### config.mk
export PLATFORM = sky130hd
export DESIGN_NAME = caravel
export DESIGN_NICKNAME = d
export VERILOG_FILES = /design/src/rtl/caravel.sv
export SDC_FILE = /design/constraint.sdc
export NUM_CORES = 1
export LEC_CHECK = 0
export BUFFER_PORTS_ARGS = -buffer_cell sky130_fd_sc_hd__buf_2
export CAP_MARGIN = 15
export CELL_PAD_IN_SITES_DETAIL_PLACEMENT = 0
export CELL_PAD_IN_SITES_GLOBAL_PLACEMENT = 1
export CORE_UTILIZATION = 43
export DETAILED_ROUTE_END_ITERATION = 12
export PLACE_DENSITY_LB_ADDON = 0.12
export RECOVER_POWER = 100
export SKIP_CTS_REPAIR_TIMING = 1
export SYNTH_ARGS = -nofsm -noshare
export SYNTH_HDL_FRONTEND = slang
export SYNTH_SLANG_ARGS = --single-unit
### constraint.sdc
create_clock -name clock -period 2.24 [get_ports clock]
set_clock_uncertainty 0.05 [all_clocks]
set_input_delay 0.112 -clock clock [delete_from_list [all_inputs] [get_ports clock]]
set_output_delay 0.112 -clock clock [all_outputs]
set_load 0.05 [all_outputs]
### src/rtl/caravel.sv
// Two-digit frequency counter: counts rising edges of mprj_io[8] per window
// and shows the saturated count on a multiplexed seven-segment display.
module caravel #(
  parameter int UPDATE_PERIOD = 1200,
  parameter int SAT_MAX       = 99
) (
  input  logic       clock,
  input  logic       reset,
  inout  wire [37:0] mprj_io
);

  localparam int               CNT_BITS = $clog2(SAT_MAX + 1);
  localparam int               EW       = (CNT_BITS < 4) ? 4 : CNT_BITS;
  localparam logic [15:0]      WIN_LAST = 16'(UPDATE_PERIOD - 1);
  localparam logic [EW-1:0]    SAT      = EW'(SAT_MAX);
  localparam logic [EW-1:0]    TEN      = EW'(10);
  localparam logic [EW-1:0]    NINE     = EW'(9);

  typedef enum logic [1:0] {
    IDLE  = 2'd0,
    TENS  = 2'd1,
    UNITS = 2'd2
  } state_t;

  logic          signal;
  logic          sync1;
  logic          sync2;
  logic          sync_prev;
  logic          edge_det;
  logic [15:0]   win_cnt;
  logic          win_end;
  logic [EW-1:0] edge_cnt;
  state_t        state;
  logic [EW-1:0] conv;
  logic [EW-1:0] tens;
  logic [EW-1:0] disp_tens;
  logic [EW-1:0] disp_units;
  logic          digit;
  logic [6:0]    segments;

  assign mprj_io[37:17] = {21{1'bz}};
  assign mprj_io[16]    = digit;
  assign mprj_io[15:9]  = segments;
  assign mprj_io[8:0]   = {9{1'bz}};
  assign signal         = mprj_io[8];

  function automatic logic [6:0] encode(input logic [EW-1:0] v);
    logic [6:0] s;
    s = 7'h00;
    if (v <= NINE) begin
      case (v[3:0])
        4'd0:    s = 7'h3F;
        4'd1:    s = 7'h06;
        4'd2:    s = 7'h5B;
        4'd3:    s = 7'h4F;
        4'd4:    s = 7'h66;
        4'd5:    s = 7'h6D;
        4'd6:    s = 7'h7D;
        4'd7:    s = 7'h07;
        4'd8:    s = 7'h7F;
        4'd9:    s = 7'h6F;
        default: s = 7'h00;
      endcase
    end
    return s;
  endfunction

  // signal is asynchronous; only sync2 onward may be used as logic
  always_ff @(posedge clock) begin
    if (reset) begin
      sync1     <= 1'b0;
      sync2     <= 1'b0;
      sync_prev <= 1'b0;
    end else begin
      sync1     <= signal;
      sync2     <= sync1;
      sync_prev <= sync2;
    end
  end

  assign edge_det = sync2 & ~sync_prev;
  assign win_end  = (win_cnt == WIN_LAST);

  always_ff @(posedge clock) begin
    if (reset) begin
      win_cnt <= 16'd0;
    end else if (win_end) begin
      win_cnt <= 16'd0;
    end else begin
      win_cnt <= win_cnt + 16'd1;
    end
  end

  // An edge landing on the window-end cycle belongs to the new window
  always_ff @(posedge clock) begin
    if (reset) begin
      edge_cnt <= '0;
    end else if (win_end) begin
      edge_cnt <= edge_det ? EW'(1) : '0;
    end else if (edge_det && (edge_cnt < SAT)) begin
      edge_cnt <= edge_cnt + EW'(1);
    end
  end

  // Repeated subtraction; the remainder goes straight into the display units
  always_ff @(posedge clock) begin
    if (reset) begin
      state      <= IDLE;
      conv       <= '0;
      tens       <= '0;
      disp_tens  <= '0;
      disp_units <= '0;
    end else if (win_end) begin
      state <= TENS;
      conv  <= edge_cnt;
      tens  <= '0;
    end else begin
      case (state)
        TENS: begin
          if (conv >= TEN) begin
            conv <= conv - TEN;
            tens <= tens + EW'(1);
          end else begin
            state <= UNITS;
          end
        end
        UNITS: begin
          disp_tens  <= tens;
          disp_units <= conv;
          state      <= IDLE;
        end
        default: state <= IDLE;
      endcase
    end
  end

  always_ff @(posedge clock) begin
    if (reset) begin
      digit    <= 1'b0;
      segments <= 7'h00;
    end else begin
      digit    <= ~digit;
      segments <= encode(~digit ? disp_tens : disp_units);
    end
  end

endmodule

Yosys cells after proc, flatten, opt, wreduce, memory -nomap -nowiden:

Memory sizes are Yosys's and may differ from the RTL's. A register that Yosys moved wholly into a read port is not among the register bits.
Cells that the tools add are included.

* word-level logic and storage cells: 50
* memories kept: 1
* bits in registers: 57
* memory bits (read-only): 112
* input bits: 2

Memory list
* (name not given): depth 16, bits a word 7, rd ports 1, clocked after Yosys merged registers in 1, wr ports 0, RTL line 51 `case (v[3:0])`

* add/subtract/negate cells: 4
* equal/unequal tests: 4
* muxes and demuxes: 10
* magnitude comparators: 3
* bitwise operators: 6
* reduce and logical (&&, ||, !) cells: 10

Operators with widths (count)
* 7-bit two-way mux: 6
* 16-bit by 1-bit adder with 16-bit output (second input constant): 1
* 16-bit by 11-bit == test with 1-bit output (second input constant): 1
* 7-bit by 1-bit adder with 7-bit output (second input constant): 2
* 7-bit by 4-bit greater-or-equal comparator with 1-bit output (second input constant): 1
* 7-bit by 4-bit <= comparator with 1-bit output (second input constant): 1
* 7-bit less-than comparator (second input constant): 1
* 7-bit by 4-bit subtractor with 7-bit output (second input constant): 1
* 2-bit AND reduction: 3
* 2-bit nonzero test: 3
* 1-bit NOT: 5
* 1-bit two-way mux: 4
* 2-bit OR reduction: 2
* 3-bit inequality test (second input constant): 1
* 3-bit OR reduction: 1
* 2-bit by 1-bit == test with 1-bit output (second input constant): 1
* 2-bit == test (second input constant): 1
* 1-bit AND: 1
* 1-bit logical AND: 1

Logic depth before layout (Yosys ltp):

Gate-level depths: netlist (run 1).

* word-level depth: 5
* mapped depth: 7

Least setup slack after synthesis (run 1):

Ideal clock, no wire load.

* kind: register to register
* start point: reg digit, in the netlist mprj_io[16]
* end point: reg segments[2], in the netlist mprj_io[11]
* period minus slack after synthesis: 2.403 ns
* setup slack: -0.163 ns
* library setup time: 0.150 ns
* cell stages (with the launch flop): 8
* arrival time: 2.204 ns
* buffers on the path: 1
* data required time: 2.040 ns
* cells stage by stage: dfxtp_1 buf_2 mux2_2 ha_1 nand2b_1 a21oi_1 o311ai_2 a221oi_1

* word-level cells in the longest chain between the ends: 4

RTL lines
* start: declaration: RTL line 38 `logic digit;`
* start signal: assignment: RTL line 142 `digit <= ~digit;`
* 7-bit two-way mux (*): RTL line 143 `segments <= encode(~digit ? disp_tens : disp_units);`
* 7-bit by 4-bit <= comparator with 1-bit output: RTL line 50 `if (v <= NINE) begin`
* 1-bit NOT (no line)
* 2-bit OR reduction (no line)
* end: declaration: RTL line 39 `logic [6:0] segments;`

Mark *: on every way between the ends. The rest lies on a longest branch, timed or not.
A chain may end at the register's enable or synchronous reset.

Worst setup path after layout (run 1):

Same ends and word-level chain as after synthesis.

==> results of run 1 <==
-- routing by layer --
metal,vias to the layer above,track usage [%],part of all wire (%)
met5,-,0,0
met4,0,9.39,2.2
met3,11,2.83,2.7
met2,45,26.4,44
met1,1136,24.2,51
li1,1244,-,-
-- cell type report --
cell class	count	area (um^2)	area share, %
well taps	96	120	3.55
flip-flops and latches	64	1280	37.9
multi-input cells	275	1670	49.3
repair buffers	12	93.8	2.77
clock buffers	13	159	4.69
clock inverters	3	40.0	1.18
inverters	6	22.5	0.665
-- registers in the layout, indices dropped and copies added (netlist names) --
signal / flops
win_cnt: 16
mprj_io: 8
conv: 7
disp_tens: 7
disp_units: 7
edge_cnt: 7
tens: 7
state: 2
sync1: 1
sync2: 1
sync_prev: 1
-- critical path, delay by kind of cell, from the launching register on --
family	cells	cell delay, ns
AND/OR/NAND/NOR	1	0.08
adder cells (fa/ha/maj)	1	0.26
multiplexers	1	0.39
AO/OA/AOI/OAI	3	0.74
flip-flops	1	0.35
-- power by group --
part           switching (mW)  total (mW)  leakage, nW  internal, mW
Clock                   0.428        1.00        0.103         0.572
Combinational           0.153       0.179        0.689        0.0258
Sequential             0.0426        1.20        0.520          1.16
Total                   0.624        2.38         1.31          1.76
-- logic make-up after synthesis --
logic type / after synthesis / share of synthesized area [%]
adders and majority gates: 10 / 3.96
DFF: 64 / 40.6
buffers and inverters: 50 / 10.2
other: 1 / 0.119
AOI/OAI and AO/OA: 83 / 15.2
xor gates and xnor gates: 18 / 4.99
and+or+nand+nor: 124 / 21.9
muxes: 9 / 3.01
-- per-stage QoR --
step                      std cells  setup slack [ns]  hold slack (ns)  power (mW)  utilization [%]
final                           469             0.236            0.131        2.38             48.8
after global routing            469            0.0708            0.153        2.47             48.8
after CTS                       469             0.248            0.116        2.41             48.8
after detailed placement        453             0.246            0.384        1.41             46.0
after global placement          453             0.259            0.388        1.41             46.0
after floorplan                 389            0.0278            0.319        1.41                -
-- worst max path at each step --
stage,start,end,slack (ns),depth (start not counted)
final,mprj_io[16],mprj_io[11],0.24,6
after global routing,mprj_io[16],mprj_io[11],0.07,6
after CTS,conv[1],tens[3],0.25,7
after detailed placement,mprj_io[16],mprj_io[11],0.25,6
after global placement,mprj_io[16],mprj_io[11],0.26,6
after floorplan,mprj_io[16],mprj_io[11],0.03,7
-- cell usage in the layout, fill, tap and decap left out, drive strengths merged, types with 2 or more instances in the layout --
master,netlist,layout
nand3,24,24
o21ai,33,33
a21oi,34,34
dfxtp,64,64
nor2,24,24
buf,39,10
xnor2,2,2
inv,6,6
ha,10,10
nand2b,4,4
nand2,17,17
nor2b,4,4
a31oi,4,4
xor2,16,16
or4,2,2
nor4,3,3
or3,11,11
and3,5,5
a211oi,2,2
nor3,4,4
conb,1,31
and2b,2,2
mux2i,5,5
mux2,4,4
clkinv,0,2
and4,5,5
nor4b,4,4
clkbuf,5,15
nand4,10,10
==> summary.md, run 1 <==
| Metric | Value |
|---|---|
| Flop-to-flop setup slack | `~0.24 ns` |
| #FFs+latches synth | `64` |
| TritonCTS Buffers | `9` |
| Min Tclk post-route | `approximately 2 ns` |
| First-pass GRT wire length | `10,400 um` |
| Number of synthesized flops with an enable pin | `0` |
| Leak pwr | `1.31 nW` |
| Synthesized area | `0.00316 mm^2` |
| CTS root buffer | `clkbuf_8` |
| Gate count after technology mapping | `359` |
| CP max FO | `7` |
| Initial Util | `between 40 and 50%` |
| Hold endpoint | `mprj_io[16]` |
| Crit path cell chain | `mux2_1 > ha_1 > nand2b_1 > a21oi_1 > o311ai_2 > a221oi_1` |
| Synth Flop Type | `dfxtp_1` |
| Hold Startpoint | `reset` |
| Residual DRC | `0` |
| FF-to-FF End | `mprj_io[11]` |
| Area after DPL | `0.00319 mm^2` |
| CP peak stage delay | `0.54 ns` |
| Final hold vios | `0` |
| GRT Util Overall | `17.6%` |
| Area leader, netlist | `dfxtp_1` |
| Syn-to-layout area delta | `7.21%` |
| Warning count from the yosys run | `0` |
| CTS tree | `done` |
| Gr ovfl total | `0` |
| Max Cap Viol | `0` |
| Vias in the first global route | `2,218` |
| Wire per inst | `12.9 um` |
| Via/cell ratio | `5.19` |
| Slew headroom | `59.3%` |
| DR pass1 iterations | `4` |
| Hold Path Class | `primary input to register` |
| Design area | `0.00339 mm^2` |
| Tcrit/Tclk final | `89.5%` |
| Fraction of layout instances using a drive strength above 1 | `between 10% and 20%` |
| Worst path required time | `2.38 ns` |
| Worst r2r path cells | `6` |
| Detail Route Antenna Nets | `0` |
| Sequential element share of the synthesized area | `roughly 40%` |
| FILL cells | `700` |
| Die area | `a little under 0.008 mm^2` |
| Htree depth | `3` |
| R2r startpoint | `mprj_io[16]` |
| Worst-skew pair later-pin latency | `0.34 ns` |
| Critical path's slowest cell | `o311ai_2` |
| Top cell type's share of synthesized area | `between 40% and 50%` |
| Port Buffer Count | `1` |
| Diodes inserted | `0` |
| Nets | `between 300 and 400` |
| DRT iter0 DRCs | `98` |
| Critical Path Source Type | `register` |
| Clk slew on worst S/H paths | `0.07 ns` |
| Asr flop ratio synth | `0%` |
| Mapped Avg Cell Area | `between 8 and 9 um^2` |
| Hold path cells | `2` |
| Count of cell types in the netlist | `50` |
| Clk sinks | `64` |
| Detail Placement HPWL | `4190 um` |
| Post-Route Setup TNS | `0 ns` |
| Die width | `between 80 and 90 um` |
| Most frequent cells after synthesis | `dfxtp_1 (64), a21oi_1 (34), buf_4 (32), o21ai_0 (32)` |
| WS Path Type | `register to register` |
| Setup violations, final | `0` |
| VDD IR-drop max | `around 370 uV` |
| Clock tree buffer depth | `2` |
| Pin count of the biggest net entering global routing | `24` |
| Core area | `around 0.0069 mm^2` |
| Top-count cell post-synth | `dfxtp_1` |
| Fmax achieved | `about 500 MHz` |
| Worst Setup End Kind | `register` |
| Antenna violations before repair | `0` |
| RSZ-0062 raised after global routing | `false` |
| Final slew viol count | `0` |
| Area contributors post-synth | `dfxtp_1 (41%), buf_4 (7.6%), a21oi_1 (5.4%)` |
| Worst-margin pin slew | `between 0.6 and 0.7 ns` |
| Vias | `around 2,400` |
| Critical path data arrival time | `about 2.1 ns` |
| Die H | `87.7 um` |
| Row cnt | `30` |
| Post-Route WL | `approximately 6100 um` |
| Routability Congestion | `0.750` |
| Outcome | `completed` |
| IO Count | `40` |
| Pwr dens | `703 mW/mm^2` |
(Power assumes the default switching activity.)
==> inputs of run 2 (changes only) <==
--- a/config.mk
+++ b/config.mk
@@ -5,12 +5,12 @@
 export SDC_FILE = /design/constraint.sdc
 export NUM_CORES = 1
 export LEC_CHECK = 0
-export BUFFER_PORTS_ARGS = -buffer_cell sky130_fd_sc_hd__buf_2
 export CAP_MARGIN = 15
 export CELL_PAD_IN_SITES_DETAIL_PLACEMENT = 0
 export CELL_PAD_IN_SITES_GLOBAL_PLACEMENT = 1
-export CORE_UTILIZATION = 43
+export CORE_UTILIZATION = 45
 export DETAILED_ROUTE_END_ITERATION = 12
+export DONT_BUFFER_PORTS = 1
 export PLACE_DENSITY_LB_ADDON = 0.12
 export RECOVER_POWER = 100
 export SKIP_CTS_REPAIR_TIMING = 1
==> run 2 against run 1 <==
Setup slack got worse by 0.034 ns. Worst hold slack got worse by 0.12 ns. First-iteration DRC count is 2.0% higher. Critical path depth unchanged. Highest routed layer unchanged. Largest power group unchanged. Fmax fell by 1.7%. Register-to-register slack got worse by 0.03 ns. Count of clock-buffer cells in the layout shrank 1. Combinational power is 5% lower. Via count shrank 0.94%. Utilization rose by 0.54 points.
==> summary.md, run 2 (same netlist as run 1, synthesis figures left out) <==
| Metric | Value |
|---|---|
| Outcome | `completed` |
| Gr ovfl total | `0 (unchanged)` |
| Routability Congestion | `0.796 (+6.2%)` |
| Critical Path Source Type | `register` |
| DRT iter0 DRCs | `100 (+2.0%)` |
| Vias in the first global route | `2,096 (-5.5%)` |
| CP max FO | `7 (unchanged)` |
| Detail Route Antenna Nets | `0 (unchanged)` |
| Gr busiest metal | `met2` |
| Critical path data arrival time | `2.18 ns (+0.04 ns)` |
| IO Count | `40 (unchanged)` |
| Via/cell ratio | `5.13 (-1.2%)` |
| Syn-to-layout area delta | `6.06%` |
| DR pass1 iterations | `4 (unchanged)` |
| Vias | `2,413 (-0.94%)` |
| Final hold slack | `0.00679 ns (-0.124 ns)` |
| Wire per inst | `12.6 um (-2.2%)` |
| Worst-skew pair later-pin latency | `0.33 ns (about the same)` |
| Fraction of layout instances using a drive strength above 1 | `9.36% (-0.83 points)` |
| Met1 Usage GRT | `22.7% (-1.6 points)` |
| Final hold vios | `0 (unchanged)` |
| RSZ-0062 raised after global routing | `false` |
| TritonCTS Buffers | `9 (unchanged)` |
| Worst slack, placed | `0.265 ns (+0.0194 ns)` |
| Min Tclk post-route | `2.04 ns (+0.0339 ns)` |
| VDD IR-drop max | `262 uV (-29%)` |
| FILL cells | `681 (-2.7%)` |
| Initial Util | `46.5% (+1.0 points)` |
| Hold path cells | `3 (+1)` |
| Met2 Use GR | `26.5% (+0.046 points)` |
| Worst r2r path cells | `6 (unchanged)` |
| Antenna violations before repair | `0 (unchanged)` |
| Biggest register | `win_cnt` |
| Multi-input logic area | `0.00167 mm^2 (unchanged)` |
| Clk sinks | `64 (unchanged)` |
| Max FFs per register | `16 (unchanged)` |
| Leak pwr | `1.30 nW (-1.2%)` |
| Diodes inserted | `0 (unchanged)` |
| Area after DPL | `0.00318 mm^2 (-0.39%)` |
| Design area | `0.00335 mm^2 (-1.1%)` |
| Core area | `0.00679 mm^2 (-2.2%)` |
| Max Cap Viol | `0 (unchanged)` |
| Post-Route Setup TNS | `0 ns (unchanged)` |
| Fmax achieved | `491 MHz (-1.7%)` |
| Slew headroom | `48.1% (-11 points)` |
| Pin count of the biggest net entering global routing | `23 (-4.2%)` |
| CTS root buffer | `clkbuf_8` |
| Die area | `0.00736 mm^2 (-4.4%)` |
| Port Buffer Count | `0 (-1)` |
| PnR worst setup slack | `0.202 ns (-0.0339 ns)` |
| Worst path required time | `2.38 ns (about the same)` |
| M3 GR Usage | `3.18% (+0.35 points)` |
| First-pass GRT wire length | `9830 um (-5.9%)` |
| Worst-margin pin slew | `0.776 ns (+0.171 ns)` |
| Pwr dens | `660 mW/mm^2 (-6.1%)` |
| Die width | `85.8 um (-2.2%)` |
| Hold Path Class | `primary input to register` |
| Most frequent cells in the layout | `dfxtp_1 (64), a21oi_1 (34), o21ai_0 (32)` |
| Seq. cell area | `0.00128 mm^2 (about the same)` |
| Residual DRC | `0 (unchanged)` |
| Clk slew on worst S/H paths | `0.07 ns (about the same)` |
| Post-Route WL | `5950 um (-2.0%)` |
| Final slew viol count | `0 (unchanged)` |
| Htree depth | `3 (unchanged)` |
| Die H | `85.8 um (-2.2%)` |
| GRT Util Overall | `17.0% (-0.57 points)` |
| Commonest non-fill, non-tap cell in the layout | `dfxtp_1` |
| Nets | `381 (+0.26%)` |
| Placed Instances | `451 (-0.44%)` |
| Tcrit/Tclk final | `91.0% (+1.5 points)` |
| Setup violations, final | `0 (unchanged)` |
| Row cnt | `30 (unchanged)` |
| CTS tree | `done` |
| Worst Setup End Kind | `register` |
| Fin cells | `470 (+0.21%)` |
| WS Path Type | `register to register` |
| Clock tree buffer depth | `2 (unchanged)` |
| Detail Placement HPWL | `4160 um (-0.83%)` |
==> run 2: changes by cell type in the layout (fill, tap and decap cells not counted), sizes merged <==
cell         delta
clkinv          +2
bufinv          -1
buf             -4
dlygate4sd3     +3
clkbuf          +1
==> run 2: through the flow <==
stage          power (mW)  util, %
5_1_grt              2.33     49.3
3_5_place_dp         1.38     46.8
6_report             2.21     49.3
4_1_cts              2.23     49.2
3_3_place_gp         1.40     46.8
2_1_floorplan        1.41        -
==> run 2: path summary, 6_finish.rpt <==
check	from	to	slack (ns)
max	mprj_io[16]	mprj_io[11]	0.20
min	mprj_io[16]	mprj_io[10]	0.007
min reg2reg	sync1	sync2	0.39
max reg2reg	mprj_io[16]	mprj_io[11]	0.20
==> run 2: where the power goes <==
part / switching [mW] / internal [mW] / total, mW
sequential: 0.0376 / 1.16 / 1.19
clock: 0.423 / 0.425 / 0.848
combinational: 0.148 / 0.0224 / 0.170
total: 0.608 / 1.60 / 2.21
==> run 2: critical path, stage by stage (launching register included) <==
cell and delay (ns):
dfxtp_1 0.40, mux2_2 0.40, ha_1 0.25, nand2b_1 0.08, a21boi_0 0.09, o311ai_2 0.52, a221oi_1 0.11
==> run 2: per-layer routing <==
metal	up-vias	share of wire [%]	wire length, um
met1	1121	51	3050
met2	36	44	2620
met3	13	2.6	152
met5	-	0	0
met4	0	2.1	125
li1	1243	-	-
==> run 2: area by class of cell <==
type                       instances  area share [%]
clock inverter                     4           0.598
inverter                           6           0.672
timing repair buffer              13            2.76
tap                               96            3.59
clock buffer                      12            4.33
sequential                        64            38.3
multi-input combinational        275            49.8
==> inputs of run 3 (changes only) <==
--- a/config.mk
+++ b/config.mk
@@ -6,8 +6,6 @@
 export NUM_CORES = 1
 export LEC_CHECK = 0
 export CAP_MARGIN = 15
-export CELL_PAD_IN_SITES_DETAIL_PLACEMENT = 0
-export CELL_PAD_IN_SITES_GLOBAL_PLACEMENT = 1
 export CORE_UTILIZATION = 45
 export DETAILED_ROUTE_END_ITERATION = 12
 export DONT_BUFFER_PORTS = 1
==> run 3 against run 2 <==
Utilization rose by 0.29 points. Critical path type unchanged. Largest cell class unchanged. Register-to-register slack gained 0.03 ns. Critical endpoint unchanged. Non-clock buffer count decreased by 2. Via count rose by 1.3%. Sequential share of layout area fell by 0.23 points.
==> summary.md, run 3 (same netlist as run 1, synthesis figures left out) <==
| Metric | Value |
|---|---|
| Worst Setup End Kind | `register` |
| Final slew viol count | `0 (unchanged)` |
| Clock tree buffer depth | `2 (unchanged)` |
| Wire per inst | `13.0 um (+2.4%)` |
| Flop-to-flop setup slack | `0.23 ns (+0.03 ns)` |
| Detail Route Antenna Nets | `0 (unchanged)` |
| Die area | `0.00736 mm^2 (unchanged)` |
| Family with the most delay on the worst path | `compound AO/OA/AOI/OAI gates` |
| Worst r2r path cells | `6 (unchanged)` |
| Setup violations, final | `0 (unchanged)` |
| Biggest register | `win_cnt` |
| Critical Path Source Type | `register` |
| Row cnt | `30 (unchanged)` |
| WS Path Type | `register to register` |
| CP peak stage delay | `0.50 ns (-0.02 ns)` |
| Diodes inserted | `0 (unchanged)` |
| Critical path's slowest cell | `o311ai_2` |
| Die H | `85.8 um (unchanged)` |
| Slew headroom | `47.0% (-1.1 points)` |
| Most frequent cells in the layout | `dfxtp_1 (64), a21oi_1 (34), o21ai_0 (32)` |
| GRT Util Overall | `17.7% (+0.64 points)` |
| Syn-to-layout area delta | `6.70%` |
| VDD IR-drop max | `427 uV (+63%)` |
| Fmax achieved | `498 MHz (+1.4%)` |
| PnR worst setup slack | `0.230 ns (+0.0280 ns)` |
| Worst-skew pair later-pin latency | `0.34 ns (about the same)` |
| Hold endpoint | `mprj_io[14]` |
| Hold path cells | `2 (-1)` |
| Max FFs per register | `16 (unchanged)` |
| Post-Route Setup TNS | `0 ns (unchanged)` |
| Critical path data arrival time | `2.16 ns (-0.02 ns)` |
| Min Tclk post-route | `2.01 ns (-0.0280 ns)` |
| Vias in the first global route | `2,204 (+5.2%)` |
| Outcome | `completed` |
| Hold Startpoint | `mprj_io[16]` |
| Design area | `0.00337 mm^2 (+0.60%)` |
| Seq. cell area | `0.00128 mm^2 (unchanged)` |
| TritonCTS Buffers | `9 (unchanged)` |
| Clk slew on worst S/H paths | `0.07 ns (about the same)` |
| FF-to-FF End | `mprj_io[11]` |
| Crit path buffers/inverters | `0 (unchanged)` |
| Post-Route WL | `6060 um (+2.0%)` |
| Area after DPL | `0.00316 mm^2 (-0.63%)` |
| Worst-margin pin slew | `0.793 ns (+0.0170 ns)` |
| Residual DRC | `0 (unchanged)` |
| Tcrit/Tclk final | `89.7% (-1.2 points)` |
| Core area | `0.00679 mm^2 (unchanged)` |
| DR pass1 iterations | `5 (+1)` |
| Initial Util | `46.5% (unchanged)` |
| IO Count | `40 (unchanged)` |
| Clk sinks | `64 (unchanged)` |
| Die width | `85.8 um (unchanged)` |
| DRT iter0 DRCs | `117 (+17%)` |
| Worst path required time | `2.39 ns (about the same)` |
| CP max FO | `7 (unchanged)` |
| Leak pwr | `1.30 nW (+0.61%)` |
| Vias | `2,444 (+1.3%)` |
| Port Buffer Count | `0 (unchanged)` |
| CTS tree | `done` |
| CTS root buffer | `clkbuf_8` |
| Antenna violations before repair | `0 (unchanged)` |
| Max Cap Viol | `0 (unchanged)` |
| FILL cells | `679 (-0.29%)` |
| Pwr dens | `704 mW/mm^2 (+6.7%)` |
| Detail Placement HPWL | `4080 um (-2.0%)` |
| Multi-input logic area | `0.00167 mm^2 (unchanged)` |
| Via/cell ratio | `5.22 (+1.7%)` |
| Pin count of the biggest net entering global routing | `24 (+4.3%)` |
| Commonest non-fill, non-tap cell in the layout | `dfxtp_1` |
| Crit path cell chain | `mux2_1 > ha_1 > nand2b_1 > a21boi_0 > o311ai_2 > a221oi_1` |
| Htree depth | `3 (unchanged)` |
| Fraction of layout instances using a drive strength above 1 | `9.14% (-0.22 points)` |
| Final hold vios | `0 (unchanged)` |
| Hold Path Class | `primary input to register` |
| Nets | `379 (-0.52%)` |
| Routability Congestion | `0.820 (+3.0%)` |
| RSZ-0062 raised after global routing | `false` |
| First-pass GRT wire length | `10,300 um (+4.6%)` |
| Gr ovfl total | `0 (unchanged)` |
| R2r startpoint | `mprj_io[16]` |
| Worst slack, placed | `0.281 ns (+0.0156 ns)` |
## run 3: worst max-delay path by stage
stage,start,to,cells past startpoint
after detailed placement,mprj_io[16],mprj_io[11],6
final,mprj_io[16],mprj_io[11],6
after floorplan,mprj_io[16],mprj_io[11],7
after CTS,conv[1],tens[3],7
after global placement,mprj_io[16],mprj_io[11],6
after global routing,mprj_io[16],mprj_io[11],6
## run 3: final cells by class
type / instances / share of cell area (%)
clock buffers: 13 / 4.72
clock inverters: 3 / 1.19
inverters: 6 / 0.668
multi-input cells: 275 / 49.5
flip-flops and latches: 64 / 38.0
well taps: 96 / 3.56
repair buffers: 11 / 2.34
## run 3: power breakdown
group,total (mW),switching [mW],internal [mW]
Clock,1.01,0.438,0.572
Combinational,0.170,0.149,0.0213
Sequential,1.19,0.0373,1.16
Total,2.37,0.624,1.75
## run 3: metrics by stage
| stage | hold WS (ns) | power (mW) | utilization [%] | cells |
|---|---|---|---|---|
| floorplan | 0.319 | 1.41 | - | 389 |
| global placement | 0.128 | 1.39 | 46.5 | 450 |
| detailed placement | 0.130 | 1.38 | 46.5 | 450 |
| CTS | -0.235 | 2.39 | 49.4 | 466 |
| global route | 0.0542 | 2.48 | 49.6 | 468 |
| finish | 0.0642 | 2.37 | 49.6 | 468 |
## run 3: worst reg2reg max path: cells and delay by family (launching register included)
kind	cells	cell delay, ns
AOI/OAI and AO/OA	3	0.71
adders and majority gates	1	0.26
DFF	1	0.37
muxes	1	0.40
and+or+nand+nor	1	0.07
## run 3: routing by layer
metal	routed length [um]	global-route usage [%]	up-vias	share of wire [%]
met4	72	7.58	0	1.2
met1	2990	23.7	1149	49
met2	2740	26.9	47	45
met5	0	0	-	0
li1	-	-	1243	-
met3	265	4.72	5	4.4
